### config.mk
export PLATFORM = sky130hd
export DESIGN_NAME = ysyx_22050710_ifu_pf
export DESIGN_NICKNAME = d
export VERILOG_FILES = /design/src/rtl/ysyx_22050710_ifu_pkg.sv /design/src/rtl/ysyx_22050710_ifu_fifo.sv /design/src/rtl/ysyx_22050710_ifu_pf.sv
export SDC_FILE = /design/constraint.sdc
export NUM_CORES = 1
export LEC_CHECK = 0
export BUFFER_PORTS_ARGS = -buffer_cell sky130_fd_sc_hd__buf_2
export CORE_UTILIZATION = 43
export CTS_BUF_LIST = sky130_fd_sc_hd__clkbuf_8
export DETAILED_ROUTE_END_ITERATION = 10
export MAX_ROUTING_LAYER = met4
export PLACE_DENSITY_LB_ADDON = 0.2
export SYNTH_ARGS = -nofsm -noshare
export SYNTH_HDL_FRONTEND = slang
export SYNTH_SLANG_ARGS = --single-unit
### constraint.sdc
create_clock -name i_clk -period 3.4 [get_ports i_clk]
set_input_delay 0.85 -clock i_clk [delete_from_list [all_inputs] [get_ports i_clk]]
set_output_delay 0.85 -clock i_clk [all_outputs]
set_load 0.05 [all_outputs]
### src/rtl/ysyx_22050710_ifu_pkg.sv
// ysyx_22050710_ifu_pkg: shared widths, reset PC, fetch FSM states and buffer entry type
package ysyx_22050710_ifu_pkg;
  localparam int XLEN = 64;
  localparam int INST_W = 32;
  localparam logic [XLEN-1:0] DEFAULT_RESET_PC = 64'h8000_0000;
  typedef enum logic [1:0] {IDLE = 2'd0, REQ = 2'd1, WAIT = 2'd2, DISCARD = 2'd3} pf_state_e;
  typedef struct packed {
    logic [INST_W-1:0] inst;
    logic [XLEN-1:0]   pc;
  } inst_ent_t;
endpackage

### src/rtl/ysyx_22050710_ifu_fifo.sv
// ysyx_22050710_ifu_fifo: first-word-fall-through instruction buffer, 0/1/2 pushes and one pop per cycle
module ysyx_22050710_ifu_fifo
  import ysyx_22050710_ifu_pkg::*;
#(
  parameter int DEPTH = 4,
  localparam int AW = $clog2(DEPTH)
) (
  input  logic       clk,
  input  logic       rst_n,
  input  logic       flush,
  input  logic [1:0] push_n,
  input  inst_ent_t  push_d0,
  input  inst_ent_t  push_d1,
  input  logic       pop,
  output logic       valid,
  output inst_ent_t  head,
  output logic [AW:0] count
);
  inst_ent_t mem_q [DEPTH];
  inst_ent_t mem_d [DEPTH];
  logic [AW-1:0] rd_q, rd_d, wr_q, wr_d;
  logic [AW:0] count_q, count_d;
  always_comb begin
    mem_d = mem_q;
    if (push_n != 2'd0) mem_d[wr_q] = push_d0;
    if (push_n == 2'd2) mem_d[AW'(wr_q + 1'b1)] = push_d1;
    wr_d = flush ? '0 : wr_q + AW'(push_n);
    rd_d = flush ? '0 : rd_q + AW'(pop);
    count_d = flush ? '0 : count_q + (AW+1)'(push_n) - (AW+1)'(pop);
  end
  always_ff @(posedge clk or negedge rst_n)
    if (!rst_n) begin
      rd_q <= '0;
      wr_q <= '0;
      count_q <= '0;
    end else begin
      rd_q <= rd_d;
      wr_q <= wr_d;
      count_q <= count_d;
    end
  always_ff @(posedge clk) mem_q <= mem_d;
  // Head reads as zero while empty so the outputs are clean during and after reset
  assign valid = count_q != '0;
  assign head = valid ? mem_q[rd_q] : '0;
  assign count = count_q;
endmodule

### src/rtl/ysyx_22050710_ifu_pf.sv
// ysyx_22050710_ifu_pf: instruction prefetcher, one outstanding doubleword fetch feeding a FWFT buffer
module ysyx_22050710_ifu_pf
  import ysyx_22050710_ifu_pkg::*;
#(
  parameter logic [XLEN-1:0] RESET_PC = DEFAULT_RESET_PC,
  parameter int FIFO_DEPTH = 4
) (
  input  logic              i_clk,
  input  logic              i_rst_n,
  output logic              o_mem_req_valid,
  input  logic              i_mem_req_ready,
  output logic [XLEN-1:0]   o_mem_req_addr,
  input  logic              i_mem_rsp_valid,
  input  logic [XLEN-1:0]   i_mem_rsp_data,
  input  logic              i_redirect_valid,
  input  logic [XLEN-1:0]   i_redirect_pc,
  output logic              o_inst_valid,
  input  logic              i_inst_ready,
  output logic [INST_W-1:0] o_inst,
  output logic [XLEN-1:0]   o_inst_pc
);
  localparam int CW = $clog2(FIFO_DEPTH) + 1;
  logic [1:0] rst_sync_q;
  logic rst_n, room, hs, rsp_hi;
  pf_state_e state_q, state_d;
  logic [XLEN-1:0] fpc_q, fpc_d;
  logic [1:0] push_n;
  logic [CW-1:0] count;
  inst_ent_t push_d0, push_d1, head;
  // Assert asynchronously, release two edges after i_rst_n rises
  always_ff @(posedge i_clk or negedge i_rst_n)
    if (!i_rst_n) rst_sync_q <= '0;
    else rst_sync_q <= {rst_sync_q[0], 1'b1};
  assign rst_n = rst_sync_q[1];
  assign room = count <= CW'(FIFO_DEPTH - 2);
  assign hs = o_mem_req_valid & i_mem_req_ready;
  assign rsp_hi = fpc_q[2];
  assign push_d0 = {rsp_hi ? i_mem_rsp_data[63:32] : i_mem_rsp_data[31:0], fpc_q};
  assign push_d1 = {i_mem_rsp_data[63:32], fpc_q + 64'd4};
  always_comb begin
    state_d = state_q;
    fpc_d = fpc_q;
    push_n = 2'd0;
    case (state_q)
      IDLE: state_d = (room && !i_redirect_valid) ? REQ : IDLE;
      REQ: state_d = hs ? (i_redirect_valid ? DISCARD : WAIT) : (i_redirect_valid ? IDLE : REQ);
      WAIT:
        if (i_mem_rsp_valid) begin
          state_d = IDLE;
          if (!i_redirect_valid) begin
            push_n = rsp_hi ? 2'd1 : 2'd2;
            fpc_d = fpc_q + (rsp_hi ? 64'd4 : 64'd8);
          end
        end else if (i_redirect_valid) state_d = DISCARD;
      DISCARD: state_d = i_mem_rsp_valid ? IDLE : DISCARD;
      default: state_d = IDLE;
    endcase
    if (i_redirect_valid) fpc_d = i_redirect_pc & ~64'd3;
  end
  always_ff @(posedge i_clk or negedge rst_n)
    if (!rst_n) begin
      state_q <= IDLE;
      fpc_q <= RESET_PC;
    end else begin
      state_q <= state_d;
      fpc_q <= fpc_d;
    end
  ysyx_22050710_ifu_fifo #(.DEPTH(FIFO_DEPTH)) u_fifo (
    .clk(i_clk),
    .rst_n(rst_n),
    .flush(i_redirect_valid),
    .push_n(push_n),
    .push_d0(push_d0),
    .push_d1(push_d1),
    .pop(o_inst_valid & i_inst_ready),
    .valid(o_inst_valid),
    .head(head),
    .count(count)
  );
  assign o_mem_req_valid = state_q == REQ;
  assign o_mem_req_addr = {fpc_q[XLEN-1:3], 3'b000};
  assign o_inst = head.inst;
  assign o_inst_pc = head.pc;
endmodule

Word-level counts from Yosys, hierarchy flattened
Index checks and enable logic that the tools add are counted.

Mux-type cells: 32. Bitwise operators: 5. Order comparisons: 6. Equality and inequality tests: 5. Add/sub/neg operators: 7. Reductions and logical operators: 10.

Operators by type and width (number): $bwmux 384 (2); $mux 384 (2); $mux 96 (5); $demux 96 s2 (2); $bmux 96 s2 (1); $mux 64 (3); $add 64x3->64 const B (1); $add 64x4->64 (1); $mux 32 (1); $mux 2 (10); $ge 3x3->1 const B (3); $not 2->3 (3); $pmux 2 s4 (1); $eq 2x2->1 const B (3); $lt 3x1->1 const B (2); $reduce_bool 2->1 (3); $mux 4 (1); $add 3x2->3 (1); $le 3x2->1 const B (1); $logic_and 1x1->1 (3); $mux 1 (3); $mux 3 (1); $ne 3x3->1 const B (1); $reduce_bool 3->1 (1); 9 further kinds (10).

Logic and storage cells: 79. Output and inout bits: 162. Flip-flop bits (word level): 459. Input port bits: 134.

Longest topological paths before layout
Gate-level depths: netlist (run 1).

Word-level depth: 9. Gate-level depth with buffers: 11. Depth with buffers taken out: 9.

Modules after synthesis
From an unflattened synthesis (run 1), not the netlist that was laid out.

Cells, all modules: 3087. Area, all modules: 25976.2 um^2.

Modules (own cells, without submodules): ysyx_22050710_ifu_fifo (sequential area each 7862.5 um^2, area each 19780.2 um^2, instances 1, cells an instance 2313); ysyx_22050710_ifu_pf (sequential area each 1652.8 um^2, area each 6195.9 um^2, instances 1, cells an instance 774).

Worst setup path after synthesis (run 1)
No wires, ideal clock.

Kind: reg2out. Start point: register u_fifo.rd_q[0]. End point: output port o_inst[0]. Setup slack: 0.349 ns. Buffers on the path: 3. Stages on the path, launching flop included: 6. Arrival: 2.201 ns. Required time: 2.550 ns. Cells stage by stage: dfrtp_1 clkbuf_1 buf_2 buf_1 mux4_2 and2_1.

Word-level cells in the longest chain between the ends: 5.

RTL lines: from (decl) (line ysyx_22050710_ifu_fifo.sv:21) `logic [AW-1:0] rd_q, rd_d, wr_q, wr_d;`; from (signal assigned) (line ysyx_22050710_ifu_fifo.sv:37) `rd_q <= rd_d;`; $not 2->3 (implied by the code) (line ysyx_22050710_ifu_fifo.sv:44) `assign head = valid ? mem_q[rd_q] : '0;`; $bmux 96 s2 (line ysyx_22050710_ifu_fifo.sv:44); $mux 96 (implied by the code) (2 in series) (line ysyx_22050710_ifu_fifo.sv:44); $mux 96 (line ysyx_22050710_ifu_fifo.sv:44); to (decl) (line ysyx_22050710_ifu_pf.sv:19) `output logic [INST_W-1:0] o_inst,`.

No other way between the ends. The select of a mux whose other input is x is not followed.

Final worst setup path (run 1)
Start point: register u_fifo.rd_q[0]. End point: output port o_inst_pc[38].

Word-level cells in the longest chain between the ends: 5.

RTL lines: $not 2->3 (implied by the code) (line ysyx_22050710_ifu_fifo.sv:44); $bmux 96 s2 (line ysyx_22050710_ifu_fifo.sv:44); $mux 96 (implied by the code) (2 in series) (line ysyx_22050710_ifu_fifo.sv:44); $mux 96 (line ysyx_22050710_ifu_fifo.sv:44); to (decl) (line ysyx_22050710_ifu_pf.sv:20) `output logic [XLEN-1:0] o_inst_pc`.

No other way between the ends. The select of a mux whose other input is x is not followed.

==> reports/qor.yml, run 1 <==
run_status:
  status: "complete, no violations"
worst_setup_path:
  critPathLaunchType: "flop"
  crit_arrival_ns: 2.49
  worstPathRequired_ns: 2.55
  rr_startpoint: "fpc_q[16]$_DFFE_PN0P_"
  rr_worst_depth: 5
  reg2reg_to: "u_fifo.mem_q[336]$_DFF_P_"
  critical_path_class: "flop to primary output"
  ff2ff_setup_slack_ns: 0.28
  path_max_fanout: 38
  cp-end-kind: "primary output"
timing:
  slew_headroom_pct: 15.45
  finalCritPeriodShare_pct: 98.30
  fin_ws_ns: 0.05785
  rsz0062_at_grt: "yes"
  fmax_mhz: 299.2
  setup_violations: 0
  hold_viol_final: 0
  fin_skew_ns: 0.06113
  worstMarginPinSlew_ns: 1.268
  min_period_ns: 3.342
  maxSlewViolCount: 0
worst_hold_path:
  min_from: "rst_sync_q[0]$_DFF_PN0_"
  hold_path_end: "rst_sync_q[1]$_DFF_PN0_"
  holdCritPathClass: "flop to flop"
  hold_path_depth: 0
synth:
  synth_area_per_cell_um2: 8.900
  synth_seq_cells: 457
  netlist_top_cells_count: "384 x dfxtp_1, 368 x nand2_1, 207 x clkbuf_1"
  synth_cell_type_count: 68
  synth_top_area_share_pct: 30.81
  synth_area_um2: 24950
  yosysSeqAreaShare_pct: 38.14
  synth_edf_count: 0
  yosysWarnings: 0
  ys_top_cells_by_area: "dfxtp_1 31%, mux4_2 8.7%, dfrtp_1 7.2%"
  synth_top_area_cell: "dfxtp_1"
  async_reset_ff_share_pct: 15.97
  syn_inst: 2803
  ys.flop_type: "dfxtp_1"
  synth.most_common_cell: "dfxtp_1"
cts:
  clk-insertion-delay-late_ns: 0.70
  cts_tree: "done"
  root_buffer: "clkbuf_8"
  htreeDepth: 3
  numCtsBuffers: 84
  cts_max_path_buffers: 3
  clock-sinks: 457
  clk_pin_slew_ns: 0.06
detailed_routing:
  drc: 0
  ant_nets: 0
  num_vias: 22820
  drtPass1Iterations: 6
  routed_wl_um: 84910
  avgViaCountPerCell: 6.123
  wire_per_inst_um: 22.78
  drt-initial-drc-count: 2256
pwr:
  ir_worst_vdd_uv: 622.0
  p_total_w: 0.02145
  p_leak_nw: 11.87
  cellPowerDensity_nw_per_um2: 751.7
floorplan:
  die_w_um: 242.9
  coreArea_um2: 56820
  die_y_um: 242.9
  start_util_pct: 43.90
  rows: 87
  pin_count: 296
  design.die.area_um2: 58990
place:
  port_buffers: 290
  dp_hpwl_um: 53380
  place_congestion: 0.9089
  place_ws_ns: 0.2388
layout:
  area_growth_pct: 14.37
  nets: 3042
  layout-drive-gt1-share_pct: 23.42
  utilization_pct: 50.21
grt:
  first_global_vias: 22250
  grt_pass1_wl_um: 129700
  overflow: 0
  grtUsageTotal_pct: 28.72
  grt_max_degree: 265
  antenna_found_initial: 6
run:
  drv_cap: 0
[state kept, by name (all words and copies together) (netlist names)]
| name | flops |
|---|---|
| state_q | 2 |
| u_fifo.wr_q | 2 |
| u_fifo.rd_q | 2 |
| u_fifo.mem_q | 384 |
| rst_sync_q | 2 |
| fpc_q | 62 |
| u_fifo.count | 3 |
[stage by stage]
stage | cells | hold slack (ns) | instance area, um^2 | setup TNS, ns
2_1_floorplan | 2805 | 0.3312 | 24960 | 0
3_3_place_gp | 3563 | 0.3387 | 26660 | 0
3_5_place_dp | 3563 | 0.3410 | 26660 | 0
4_1_cts | 3718 | 0.3153 | 28470 | -0.03413
5_1_grt | 3727 | 0.3610 | 28530 | -0.1589
6_report | 3727 | 0.3524 | 28530 | 0
[report_power, final]
group          switching [W]  internal, W  total (W)
Sequential          0.000948      0.00666    0.00761
Clock                0.00248      0.00305    0.00553
Combinational        0.00520      0.00311    0.00831
Total                0.00864       0.0128     0.0214
[cell usage in the layout, fill, tap and decap left out, types with 26 or more instances in the layout]
cell type / synthesis / layout
buf_2: 34 / 286
nor4_1: 29 / 27
a21oi_1: 193 / 193
o21ai_0: 138 / 138
xnor2_1: 39 / 39
mux2i_1: 129 / 129
and2_1: 106 / 105
a211oi_1: 36 / 36
o22ai_1: 181 / 181
o22a_1: 136 / 136
nand2_1: 368 / 365
nor3_1: 47 / 44
dfxtp_1: 384 / 384
nand4_1: 44 / 44
clkbuf_8: 0 / 113
mux4_2: 96 / 96
mux2_2: 44 / 44
inv_1: 23 / 54
buf_4: 65 / 71
nand3_1: 46 / 43
a31oi_1: 26 / 26
dfrtp_1: 72 / 68
nor2_1: 94 / 90
[per-layer routing]
metal / GRT usage [%] / up-vias / share of wire (%)
li1: - / 10440 / -
met4: 10.60 / 0 / 2.7
met5: - / - / 0
met2: 45.29 / 943 / 47
met1: 36.84 / 11280 / 43
met3: 4.976 / 157 / 7.3
[worst max-delay path: stages, from the launching register on]
cell and delay (ns):
dfrtp_4 0.48, buf_16 0.30, mux4_2 0.63, and2_1 0.19, buf_2 0.20
[final cells by class]
cell class	count	area [um^2]
antenna	4	10.01
clock buffer	113	1555
clock inverter	40	219.0
fill	5379	28290
inverter	27	101.3
multi-input combinational	1950	13770
sequential	457	9530
tap	756	945.9
timing repair buffer	380	2404
[timing repair]
action,4_1_cts,5_1_grt
endpoints found under the hold margin,2,0
setup endpoints to repair,13,18
cloned,1,1
hold buffers,1,0
pin swaps,1,1
buffers inserted,0,4
gates resized for setup,5,6
[worst max path at each step]
stage / start / endpoint / slack, ns / depth (start not counted)
2_1_floorplan: u_fifo.rd_q[0]$_DFF_PN0_ / o_inst[0] / 0.35 / 5
3_3_place_gp: i_mem_rsp_valid / fpc_q[55]$_DFFE_PN0P_ / 0.27 / 6
3_5_place_dp: i_redirect_valid / u_fifo.mem_q[334]$_DFF_P_ / 0.24 / 7
4_1_cts: u_fifo.rd_q[0]$_DFF_PN0_ / o_inst_pc[24] / -0.01 / 4
5_1_grt: u_fifo.rd_q[0]$_DFF_PN0_ / o_inst_pc[12] / -0.03 / 4
6_report: u_fifo.rd_q[0]$_DFF_PN0_ / o_inst_pc[38] / 0.06 / 4
[cells by family after synthesis]
family          after synthesis  share of synthesized area [%]
simple gates                831                          16.21
compound gates              784                          20.32
flops                       457                          38.14
buf+inv                     400                          7.207
mux                         269                          15.83
xor+xnor                     52                          1.826
fa+ha+maj                     8                         0.4313
other cells                   2                        0.03010
(Power assumes the default switching activity.)
==> run 2: changes to the inputs <==
--- a/config.mk
+++ b/config.mk
@@ -6,7 +6,8 @@
 export NUM_CORES = 1
 export LEC_CHECK = 0
 export BUFFER_PORTS_ARGS = -buffer_cell sky130_fd_sc_hd__buf_2
-export CORE_UTILIZATION = 43
+export CAP_MARGIN = 5
+export CORE_UTILIZATION = 60
 export CTS_BUF_LIST = sky130_fd_sc_hd__clkbuf_8
 export DETAILED_ROUTE_END_ITERATION = 10
 export MAX_ROUTING_LAYER = met4
==> reports/qor.yml, run 2 (synthesized netlist as in run 1, its figures left out) <==
layout:
  regMostFlops: "u_fifo.mem_q"
  reg_top3: "u_fifo.mem_q: 384 flops, fpc_q: 62 flops, u_fifo.count: 3 flops"
  utilization_pct: 68.38  # +18 points
  area_growth_pct: 12.17
  layout_commonest_cell: "dfxtp_1"
  fill_cells: 3295  # -39%
  layout-drive-gt1-share_pct: 22.95  # -0.48 points
  final_cell_mix: "384 x dfxtp_1, 365 x nand2_1, 289 x buf_2"
  layout.cells.non_filler: 3493  # -6.3%
  nets: 3040  # -0.066%
  largest_reg_flops: 384  # unchanged
grt:
  grt_pass1_wl_um: 120500  # -7.1%
  antenna_found_initial: 2  # -4
  first_global_vias: 22120  # -0.56%
  overflow: 0  # unchanged
  grt_max_degree: 261  # -1.5%
  grtUsageTotal_pct: 37.29  # +8.6 points
worst_setup_path:
  crit_arrival_ns: 2.47  # -0.02 ns
  cp-startpoint: "u_fifo.rd_q[0]$_DFF_PN0_"
  critPathLaunchType: "flop"
  ff2ff_setup_slack_ns: 0.26  # -0.02 ns
  critical_path_class: "flop to primary output"
  cp-end-kind: "primary output"
  path_max_fanout: 23  # -39%
  rr_worst_depth: 7  # +2
  cp_top_family: "flip-flops"
  crit_end: "o_inst_pc[2]"
  rr_startpoint: "fpc_q[3]$_DFFE_PN0P_"
  cp_num_buf_inv: 2  # unchanged
  slowest_stage: "dfrtp_4"
  worstPathRequired_ns: 2.55  # about the same
  slowest_delay_ns: 0.56  # -0.07 ns
  cp.depth: 4  # unchanged
  reg2reg_to: "u_fifo.mem_q[350]$_DFF_P_"
  path_cells: "buf_16 -> mux4_2 -> and2_1 -> buf_2"
timing:
  slew_headroom_pct: 25.69  # +10 points
  fin_ws_ns: 0.08367  # +0.02582 ns
  whs_ns: 0.3526  # +0.0001930 ns
  finalCritPeriodShare_pct: 97.54  # -0.76 points
  hold_viol_final: 0  # unchanged
  setup_violations: 0  # unchanged
  worstMarginPinSlew_ns: 1.115  # -0.1536 ns
  fin_skew_ns: 0.02800  # -0.03313 ns
  min_period_ns: 3.316  # -0.02582 ns
  rsz0062_at_grt: "yes"
  fmax_mhz: 301.5  # +0.78%
  maxSlewViolCount: 0  # unchanged
detailed_routing:
  avgViaCountPerCell: 6.681  # +9.1%
  num_vias: 23340  # +2.3%
  drtPass1Iterations: 6  # unchanged
  ant_nets: 0  # unchanged
  drc: 0  # unchanged
  drt-initial-drc-count: 2690  # +19%
  wire_per_inst_um: 22.46  # -1.4%
  routed_wl_um: 78460  # -7.6%
cts:
  numCtsBuffers: 79  # -6.0%
  htreeDepth: 3  # unchanged
  clk-insertion-delay-late_ns: 0.65  # -0.05 ns
  clk_pin_slew_ns: 0.06  # about the same
  clock-sinks: 457  # unchanged
  root_buffer: "clkbuf_8"
  cts_max_path_buffers: 3  # unchanged
  cts_tree: "done"
run:
  drv_cap: 0  # unchanged
pwr:
  p_leak_nw: 11.77  # -0.84%
  cellPowerDensity_nw_per_um2: 733.8  # -2.4%
  ir_worst_vdd_uv: 777.1  # +25%
place:
  place_ws_ns: 0.2411  # +0.002305 ns
  dp_hpwl_um: 49900  # -6.5%
  dp_cells: 3346  # -6.1%
  port_buffers: 290  # unchanged
  place_congestion: 1.003  # +10%
worst_hold_path:
  holdCritPathClass: "flop to flop"
floorplan:
  design.die.area_um2: 42400  # -28%
  die_w_um: 205.9  # -15%
  pin_count: 296  # unchanged
  rows: 74  # -15%
  die_y_um: 205.9  # -15%
  start_util_pct: 60.96  # +17 points
  coreArea_um2: 40920  # -28%
run_status:
  status: "complete, no violations"
-- run 2: changes by cell type in the layout (fill, tap and decap cells not counted), sizes merged --
cell,previous run,this run
buf,379,384
clkbuf,113,93
clkinv,9,13
diode,4,2
inv,57,62
or3,12,10
-- run 2: layout make-up --
class	instances	area [um^2]	share of cell area, %
timing repair buffer	385	2431	8.687
inverter	27	101.3	0.3622
tap	532	665.6	2.379
sequential	457	9530	34.06
multi-input combinational	1948	13740	49.10
clock inverter	49	231.5	0.8271
clock buffer	93	1280	4.574
antenna	2	5.005	0.01788
-- run 2: how the worst min path moves through the flow --
stage / from / end / slack, ns / cells past startpoint
2_1_floorplan: rst_sync_q[0]$_DFF_PN0_ / rst_sync_q[1]$_DFF_PN0_ / 0.33 / 0
3_3_place_gp: rst_sync_q[0]$_DFF_PN0_ / rst_sync_q[1]$_DFF_PN0_ / 0.34 / 0
3_5_place_dp: rst_sync_q[0]$_DFF_PN0_ / rst_sync_q[1]$_DFF_PN0_ / 0.34 / 0
4_1_cts: rst_sync_q[0]$_DFF_PN0_ / rst_sync_q[1]$_DFF_PN0_ / 0.35 / 0
5_1_grt: rst_sync_q[0]$_DFF_PN0_ / rst_sync_q[1]$_DFF_PN0_ / 0.37 / 0
6_report: rst_sync_q[0]$_DFF_PN0_ / rst_sync_q[1]$_DFF_PN0_ / 0.35 / 0
-- run 2: repair_timing --
item,CTS,global route
setup buffers,1,1
resized for setup,1,1
endpoints found under the setup margin,46,2
hold endpoints to repair,2,0
cloned,0,0
hold buffers,1,0
pin swaps,0,0
-- run 2: per-layer routing --
metal / share of wire [%] / up-vias / global-route usage (%)
met5: 0 / - / -
li1: - / 10450 / -
met2: 47 / 1351 / 56.64
met4: 3.6 / 0 / 16.99
met3: 9.4 / 236 / 6.749
met1: 40 / 11310 / 48.50
-- run 2: worst reg2reg max path: cells and delay by family (launching register included) --
kind / cells / cell delay (ns)
and+or+nand+nor: 4 / 1.67
DFF: 1 / 0.52
adders and majority gates: 1 / 0.43
buffers and inverters: 1 / 0.25
AOI/OAI and AO/OA: 1 / 0.11
-- run 2: through the flow --
stage | TNS (ns) | cell area (um^2) | total power [W]
CTS | 0 | 27960 | 0.02048
detailed placement | 0 | 26430 | 0.01562
floorplan | 0 | 24960 | 0.01363
finish | 0 | 27980 | 0.02054
global route | -0.009413 | 27980 | 0.02146
global placement | 0 | 26430 | 0.01535
-- run 2: power breakdown --
| group | switching (W) | internal (W) | total [W] |
|---|---|---|---|
| Clock | 0.00229 | 0.00256 | 0.00485 |
| Sequential | 0.000967 | 0.00666 | 0.00762 |
| Combinational | 0.00501 | 0.00305 | 0.00806 |
